--- src/rtl/vga_pkg.sv ---
// Shared VGA raster constants and the scan-coordinate type used by every object block.
package vga_pkg;

   localparam int unsigned COORD_W   = 10;
   localparam int unsigned COORD_MAX = 2 ** COORD_W;

   function automatic int unsigned axis_total(input int unsigned visible,
                                              input int unsigned fp,
                                              input int unsigned sync,
                                              input int unsigned bp);
      return visible + fp + sync + bp;
   endfunction

   localparam int unsigned H_VISIBLE = 640;
   localparam int unsigned H_FP      = 16;
   localparam int unsigned H_SYNC    = 96;
   localparam int unsigned H_BP      = 48;
   localparam int unsigned V_VISIBLE = 480;
   localparam int unsigned V_FP      = 10;
   localparam int unsigned V_SYNC    = 2;
   localparam int unsigned V_BP      = 33;

   localparam int unsigned H_TOTAL = axis_total(H_VISIBLE, H_FP, H_SYNC, H_BP);
   localparam int unsigned V_TOTAL = axis_total(V_VISIBLE, V_FP, V_SYNC, V_BP);

   // Sync pulse spans [START, END) in the counter's own units.
   localparam int unsigned H_SYNC_START = H_VISIBLE + H_FP;
   localparam int unsigned H_SYNC_END   = H_SYNC_START + H_SYNC;
   localparam int unsigned V_SYNC_START = V_VISIBLE + V_FP;
   localparam int unsigned V_SYNC_END   = V_SYNC_START + V_SYNC;

   typedef logic [COORD_W-1:0] coord_t;

endpackage

--- src/rtl/vga_axis_counter.sv ---
// One raster axis: position counter with wrap strobe and next-state sync/active decode.
module vga_axis_counter
   import vga_pkg::*;
#(
   parameter int unsigned VISIBLE = H_VISIBLE,
   parameter int unsigned FP      = H_FP,
   parameter int unsigned SYNC    = H_SYNC,
   parameter int unsigned BP      = H_BP
) (
   input  logic   Clk,
   input  logic   Reset,
   input  logic   advance,
   output coord_t count,
   output logic   wrap,
   output logic   sync_n_next,
   output logic   active_next
);

   localparam int unsigned TOTAL      = axis_total(VISIBLE, FP, SYNC, BP);
   localparam int unsigned SYNC_START = VISIBLE + FP;
   localparam int unsigned SYNC_END   = SYNC_START + SYNC;

   if (TOTAL > COORD_MAX) begin : g_total_check
      $error("vga_axis_counter: total %0d does not fit the coordinate width", TOTAL);
   end

   coord_t      count_q;
   coord_t      count_d;
   logic [31:0] count_d_ext;

   assign wrap = advance && (count_q == COORD_W'(TOTAL - 1));

   always_comb begin
      count_d = count_q;
      if (wrap) begin
         count_d = '0;
      end else if (advance) begin
         count_d = count_q + COORD_W'(1);
      end
   end

   // Decode from the next count so registered strobes line up with the count register.
   always_comb begin
      count_d_ext = 32'(count_d);
      sync_n_next = !((count_d_ext >= SYNC_START) && (count_d_ext < SYNC_END));
      active_next = (count_d_ext < VISIBLE);
   end

   always_ff @(posedge Clk) begin
      if (Reset) begin
         count_q <= '0;
      end else begin
         count_q <= count_d;
      end
   end

   assign count = count_q;

endmodule

--- src/rtl/vga_timing_gen.sv ---
// VGA raster timing source: pixel-rate divider, horizontal/vertical counters and
// registered sync, blank and line/frame start strobes.
module vga_timing_gen #(
   parameter int unsigned CLK_DIV   = 2,
   parameter int unsigned H_VISIBLE = vga_pkg::H_VISIBLE,
   parameter int unsigned H_FP      = vga_pkg::H_FP,
   parameter int unsigned H_SYNC    = vga_pkg::H_SYNC,
   parameter int unsigned H_BP      = vga_pkg::H_BP,
   parameter int unsigned V_VISIBLE = vga_pkg::V_VISIBLE,
   parameter int unsigned V_FP      = vga_pkg::V_FP,
   parameter int unsigned V_SYNC    = vga_pkg::V_SYNC,
   parameter int unsigned V_BP      = vga_pkg::V_BP
) (
   input  logic            Clk,
   input  logic            Reset,
   output logic            pixel_en,
   output vga_pkg::coord_t DrawX,
   output vga_pkg::coord_t DrawY,
   output logic            VGA_HS,
   output logic            VGA_VS,
   output logic            VGA_BLANK_N,
   output logic            line_start,
   output logic            frame_start
);

   localparam int unsigned H_TOTAL = vga_pkg::axis_total(H_VISIBLE, H_FP, H_SYNC, H_BP);
   localparam int unsigned V_TOTAL = vga_pkg::axis_total(V_VISIBLE, V_FP, V_SYNC, V_BP);
   localparam int unsigned DIV_W   = (CLK_DIV > 1) ? 32'($clog2(CLK_DIV)) : 32'd1;

   if (CLK_DIV < 1) begin : g_div_check
      $error("vga_timing_gen: CLK_DIV must be at least 1");
   end
   if (H_TOTAL > vga_pkg::COORD_MAX) begin : g_h_total_check
      $error("vga_timing_gen: H_TOTAL %0d exceeds 10 bits", H_TOTAL);
   end
   if (V_TOTAL > vga_pkg::COORD_MAX) begin : g_v_total_check
      $error("vga_timing_gen: V_TOTAL %0d exceeds 10 bits", V_TOTAL);
   end

   logic [DIV_W-1:0] div_q;
   logic [DIV_W-1:0] div_d;
   logic             div_last;

   logic h_wrap;
   logic v_wrap;
   logic h_sync_n_next;
   logic v_sync_n_next;
   logic h_active_next;
   logic v_active_next;

   logic hs_q;
   logic hs_d;
   logic vs_q;
   logic vs_d;
   logic blank_n_q;
   logic blank_n_d;
   logic line_start_q;
   logic line_start_d;
   logic frame_start_q;
   logic frame_start_d;

   // Pixel enable is the last phase of the divider, suppressed while in reset.
   assign div_last = (div_q == DIV_W'(CLK_DIV - 1));
   assign pixel_en = div_last && !Reset;

   always_comb begin
      div_d = div_q + DIV_W'(1);
      if (div_last) begin
         div_d = '0;
      end
   end

   vga_axis_counter #(
      .VISIBLE (H_VISIBLE),
      .FP      (H_FP),
      .SYNC    (H_SYNC),
      .BP      (H_BP)
   ) u_h_axis (
      .Clk         (Clk),
      .Reset       (Reset),
      .advance     (pixel_en),
      .count       (DrawX),
      .wrap        (h_wrap),
      .sync_n_next (h_sync_n_next),
      .active_next (h_active_next)
   );

   // Vertical axis steps only on a horizontal wrap, so VS edges coincide with DrawX -> 0.
   vga_axis_counter #(
      .VISIBLE (V_VISIBLE),
      .FP      (V_FP),
      .SYNC    (V_SYNC),
      .BP      (V_BP)
   ) u_v_axis (
      .Clk         (Clk),
      .Reset       (Reset),
      .advance     (h_wrap),
      .count       (DrawY),
      .wrap        (v_wrap),
      .sync_n_next (v_sync_n_next),
      .active_next (v_active_next)
   );

   always_comb begin
      hs_d          = h_sync_n_next;
      vs_d          = v_sync_n_next;
      blank_n_d     = h_active_next && v_active_next;
      line_start_d  = h_wrap;
      frame_start_d = h_wrap && v_wrap;
   end

   always_ff @(posedge Clk) begin
      if (Reset) begin
         div_q         <= '0;
         hs_q          <= 1'b1;
         vs_q          <= 1'b1;
         blank_n_q     <= 1'b1;
         line_start_q  <= 1'b0;
         frame_start_q <= 1'b0;
      end else begin
         div_q         <= div_d;
         hs_q          <= hs_d;
         vs_q          <= vs_d;
         blank_n_q     <= blank_n_d;
         line_start_q  <= line_start_d;
         frame_start_q <= frame_start_d;
      end
   end

   assign VGA_HS      = hs_q;
   assign VGA_VS      = vs_q;
   assign VGA_BLANK_N = blank_n_q;
   assign line_start  = line_start_q;
   assign frame_start = frame_start_q;

endmodule

--- config.mk ---
export PLATFORM = sky130hd
export DESIGN_NAME = vga_timing_gen
export DESIGN_NICKNAME = d
export VERILOG_FILES = /design/src/rtl/vga_pkg.sv /design/src/rtl/vga_axis_counter.sv /design/src/rtl/vga_timing_gen.sv
export SDC_FILE = /design/constraint.sdc
export NUM_CORES = 1
export LEC_CHECK = 0
export ABC_CLOCK_PERIOD_IN_PS = 2600
export BUFFER_PORTS_ARGS = -buffer_cell sky130_fd_sc_hd__buf_2
export CAP_MARGIN = 20
export CORE_UTILIZATION = 49
export DETAILED_ROUTE_END_ITERATION = 7
export PLACE_DENSITY = 0.87
export SLEW_MARGIN = 20
export SYNTH_ARGS = -nofsm -noshare
export SYNTH_HDL_FRONTEND = slang
export SYNTH_HIERARCHICAL = 1
export SYNTH_SLANG_ARGS = --single-unit
--- constraint.sdc ---
create_clock -name Clk -period 2.6 [get_ports Clk]
set_clock_uncertainty 0.15 [all_clocks]
set_input_delay 0.52 -clock Clk [delete_from_list [all_inputs] [get_ports Clk]]
set_output_delay 0.52 -clock Clk [all_outputs]
set_load 0.005 [all_outputs]
== After elaboration in Yosys (flattened, before gate mapping) ==
Cells that the tools add are included.

* Flip-flop bits (word level): 26
* Bits of input ports: 2
* Output and inout bits: 26
* Word-level logic and storage cells: 34

* Add/subtract/negate cells: 3
* Magnitude comparators: 6
* Equal/unequal tests: 2
* Mux-type cells: 4
* Reduce and logical (&&, ||, !) cells: 11

{| class="wikitable"
|+ Operators by type and width
! kind !! number
|-
| two-way mux 10 bit || 4
|-
| adder 10 x 1 -> 10 bit, second input constant || 2
|-
| == test 10 bit, second input constant || 2
|-
| less-than comparator 10 bit, second input constant || 2
|-
| less-than comparator 10 x 9 -> 1 bit, second input constant || 2
|-
| >= comparator 10 bit, second input constant || 1
|-
| >= comparator 10 x 9 -> 1 bit, second input constant || 1
|-
| logical AND 1 bit || 7
|-
| zero test 1 bit || 3
|-
| OR reduction 2 bit || 1
|-
| adder 1 bit, second input constant || 1
|}

== Longest topological paths before layout ==
* Depth in word-level cells: 8
* Gate-level depth with buffers: 11
* Depth with buffers taken out: 9

== By module ==
The synthesis kept the hierarchy.

{| class="wikitable"
|+ Modules (own cells, without submodules)
! module !! times used !! cells an instance !! area each (sq um) !! seq. area each (sq um)
|-
| vga_axis_counter (u_v_axis) || 1 || 74 || 625.6 || 200.2
|-
| vga_axis_counter (u_h_axis) || 1 || 77 || 623.1 || 200.2
|-
| vga_timing_gen || 1 || 13 || 172.7 || 120.1
|}

== Worst setup path before layout ==
No wires, ideal clock.

* Kind: input port to flip-flop
* Start point: in Reset
* End point: reg vs_q, in the netlist VGA_VS
* Setup time: 120 ps
* Data arrival time: 2,363 ps
* Required time: 2,330 ps
* Path slack: -33 ps
* Stages on the path: 11
* Buffers on the path: 2
* Path through: and2b_2 buf_2 and4_1 nand2_1 nor2_2 buf_6 and4_2 nand4_1 xor2_1 nand4_1 or2_1

* Word-level cells in the longest chain between the ends: 8
* Elaborated cells between the ends (all ways): 10
* Classes of those cells: order compare: 2; mux: 2; reduce/logical: 6

{| class="wikitable"
|+ Ends and longest elaborated chain
! element !! RTL line !! text
|-
| start: declaration || vga_timing_gen.sv:15 || <nowiki>input logic Reset,</nowiki>
|-
| zero test 1 bit * || vga_timing_gen.sv:64 || <nowiki>assign pixel_en = div_last && !Reset;</nowiki>
|-
| logical AND 1 bit * || vga_timing_gen.sv:64 ||
|-
| logical AND 1 bit * || vga_axis_counter.sv:31 || <nowiki>assign wrap = advance && (count_q == COORD_W'(TOTAL - 1));</nowiki>
|-
| net h_wrap || vga_timing_gen.sv:44 || <nowiki>logic h_wrap;</nowiki>
|-
| two-way mux 10 bit / logical AND 1 bit (equally long branches) || vga_axis_counter.sv:37, vga_axis_counter.sv:31 ||
|-
| two-way mux 10 bit * || vga_axis_counter.sv:35 || <nowiki>if (wrap) begin</nowiki>
|-
| >= comparator 10 x 9 -> 1 bit / less-than comparator 10 x 9 -> 1 bit (equally long branches) || vga_axis_counter.sv:45 || <nowiki>sync_n_next = !((count_d_ext >= SYNC_START) && (count_d_ext < SYNC_END));</nowiki>
|-
| logical AND 1 bit * || vga_axis_counter.sv:45 ||
|-
| zero test 1 bit * || vga_axis_counter.sv:45 ||
|-
| net v_sync_n_next || vga_timing_gen.sv:47 || <nowiki>logic v_sync_n_next;</nowiki>
|-
| end signal: assignment || vga_timing_gen.sv:123 || <nowiki>vs_q <= vs_d;</nowiki>
|-
| end: declaration || vga_timing_gen.sv:53 || <nowiki>logic vs_q;</nowiki>
|}

The timed path passes the listed nets; every way through them passes the cells marked *.
A chain may end at the register's enable or synchronous reset.

== Final worst setup path ==
* Start point: reg u_h_axis.count_q[5], in the netlist u_h_axis/count[5]
* End point: reg vs_q, in the netlist VGA_VS

* Word-level cells in the longest chain between the ends: 7
* Elaborated cells between the ends (all ways): 9
* Classes of those cells: order compare: 2; eq/ne: 1; mux: 2; reduce/logical: 4

{| class="wikitable"
|+ Ends and longest elaborated chain
! element !! RTL line !! text
|-
| start: declaration || vga_axis_counter.sv:27 || <nowiki>coord_t count_q;</nowiki>
|-
| start signal: assignment || vga_axis_counter.sv:53 || <nowiki>count_q <= count_d;</nowiki>
|-
| == test 10 bit * || vga_axis_counter.sv:31 ||
|-
| logical AND 1 bit * || vga_axis_counter.sv:31 ||
|-
| net h_wrap || vga_timing_gen.sv:44 ||
|-
| two-way mux 10 bit / logical AND 1 bit (equally long branches) || vga_axis_counter.sv:37, vga_axis_counter.sv:31 ||
|-
| two-way mux 10 bit * || vga_axis_counter.sv:35 ||
|-
| >= comparator 10 x 9 -> 1 bit / less-than comparator 10 x 9 -> 1 bit (equally long branches) || vga_axis_counter.sv:45 ||
|-
| logical AND 1 bit * || vga_axis_counter.sv:45 ||
|-
| zero test 1 bit * || vga_axis_counter.sv:45 ||
|-
| net v_sync_n_next || vga_timing_gen.sv:47 ||
|}

Marks and branches as above.

==> results.cfg <==
[clock_network]
post_cts_buffers = 0
htree_levels = 1
cts.hold.buffers_added = 0
clockBufferDepth = 2
clock-root-buffer = clkbuf_4
tritoncts = done
cts_made_buffers = 3
clk_pin_slew_ps = 140
cts.sinks = 26
post_cts_resized = 0
clk_latency_ps = 320

[sta]
setup_viol = 0
period_share = 0.932
maxSlewViolCount = 0
max_slew.worst_pin.slew_ps = 348
period_minus_slack_ps = 2420
finalHoldViolCount = 0
fmax_ghz = 0.413
maxSlewHeadroom = 0.766
tns_ps = 0
rsz0062_at_grt = false

[placement]
dp_cells = 227
io_buffers = 27
place_congestion = 0.942
dpl.hpwl_mm = 2.45
dpl_cell_area_um2 = 1630

[worst_setup_path]
cp_common_cell = nand4_1
critical_path_class = flop to flop
startpoint_type = flop
critPathBufInv = 0
crit_path_max_incr_delay_ps = 410
arrival_ps = 2500
path_delay_family = simple AND/OR/NAND/NOR gates
crit_path_end_kind = flop
crit_required_ps = 2670
crit_slowest_cell = or3_1
cp_max_fo = 4
crit_chain = or2_4 -> or3_1 -> nor2_4 -> and4_2 -> nand4_1 -> xor2_1 -> nand4_1 -> or2_1

[grt]
antenna_found_initial = 0
grt_usage = 0.219
gr-total-overflow = 0
grt_pass1_vias = 1190
grt_max_degree = 15
grt_pass1_wl_mm = 5.49

[finish]
n_antenna_cell = 0
nets = 206
final_common_cell = buf_2
final_util = 0.606
stdcell_count = 231
final_cell_area_um2 = 1670
drive_above_1_share = 0.290
final_cell_mix = buf_2 (27), dfxtp_1 (26), nor2_1 (25), buf_4 (12)
area_growth_pct = 17.5

[logic_synthesis]
synth_area_um2 = 1420
netlist_instances = 164
synth-seq-cells = 26
yosysUniqueCellTypes = 49
avgSynthCellArea_um2 = 8.67
synth-seq-area-share = 0.366
synth_edf_count = 0
synth_ff_type = dfxtp_1
yosys_warnings = 6
synthArstFlopShare = 0
synth_fp_nets = 169

[status]
status = completed

[route]
totalWireLength_mm = 3.37
vias = 1355
firstDrtPassIters = 4
drt-wirelength-per-cell_um = 14.6
route.detailed.drc = 0
drtIter0Drc = 65
vias_per_cell = 5.87
antenna_left = 0

[power]
p_leak_nw = 0.715
total_power_uw = 634
power.density_nw_per_um2 = 379
vdd.ir_drop.worst_mv = 0.284

[die]
die_y_um = 55.9
die_w_um = 55.9
row_count = 19
ios = 28
dieArea_um2 = 3120
initial_core_util = 0.515
coreArea_um2 = 2760

[run]
cap_viol_max_count = 0

[min_path]
min_path_type = flop to flop
-- flip-flops by register name (all words and copies together) (netlist names) --
name and count:
u_h_axis/count 10, u_v_axis/count 10, VGA_BLANK_N 1, VGA_HS 1
VGA_VS 1, div_last 1, frame_start 1, line_start 1
-- cells in the mapped netlist (all sizes together), types with 2 or more instances --
cell type | number | area [um^2]
a211oi | 3 | 22.5
a21oi | 5 | 28.8
and2 | 2 | 15.0
and2b | 2 | 17.5
and3 | 3 | 18.8
and4 | 2 | 18.8
buf | 6 | 51.3
dfxtp | 26 | 521
ha | 3 | 37.5
inv | 5 | 18.8
nand2 | 10 | 37.5
nand3 | 8 | 40.0
nand4 | 9 | 56.3
nor2 | 26 | 100
nor2b | 2 | 12.5
nor4 | 3 | 18.8
o21ai | 3 | 15.0
or2 | 4 | 27.5
or2b | 2 | 18.8
or3 | 3 | 18.8
xnor2 | 8 | 70.1
xor2 | 10 | 87.6
-- worst register-to-register path, stage by stage (launching register included) --
cell and delay (ps):
dfxtp_1 350, or2_4 270, or3_1 410, nor2_4 150, and4_2 240, nand4_1 170
xor2_1 240, nand4_1 120, or2_1 220
-- kinds of logic after synthesis --
family | count (synthesis) | share of synthesized area
xor gates and xnor gates | 18 | 0.111
muxes | 1 | 0.00704
and+or+nand+nor | 84 | 0.327
buffers and inverters | 12 | 0.0528
adders and majority gates | 3 | 0.0264
DFF | 26 | 0.366
AOI/OAI and AO/OA | 20 | 0.109
-- metal layers --
layer  wire [um]  part of all wire  global-route usage
met1        1480              0.44               0.281
met2        1650              0.49               0.382
met3         197             0.059              0.0488
met4          36             0.011              0.0418
met5           0                 0                   0
-- stage by stage --
step | hold slack [ps] | setup WS [ps]
after floorplan | 232 | 1.53
after global placement | 255 | 109
after detailed placement | 261 | -6.42
after CTS | 284 | 159
after global routing | 311 | 34.6
final | 280 | 176
-- worst paths after layout --
path / start / end / slack, ps / cells past startpoint
min reg2reg: div_last$_SDFF_PP0_ / div_last$_SDFF_PP0_ / 280 / 1
max reg2reg: u_h_axis/count[5]$_SDFF_PP0_ / VGA_VS$_SDFF_PP1_ / 180 / 8
max: u_h_axis/count[5]$_SDFF_PP0_ / VGA_VS$_SDFF_PP1_ / 180 / 8
min: div_last$_SDFF_PP0_ / div_last$_SDFF_PP0_ / 280 / 1
-- cell type report --
| class | instances | area (um^2) |
|---|---|---|
| clock buffers | 4 | 36.3 |
| fillers | 263 | 1090 |
| inverters | 5 | 18.8 |
| multi-input cells | 126 | 831 |
| flip-flops and latches | 26 | 520 |
| well taps | 31 | 38.8 |
| repair buffers | 39 | 225 |
-- power by group --
part           switching, mW  internal [mW]  leakage [nW]
clock                  0.121         0.0857        0.0210
sequential           0.00345          0.401         0.210
combinational         0.0126        0.00943         0.484
total                  0.137          0.496         0.715
(Power assumes the default switching activity.)
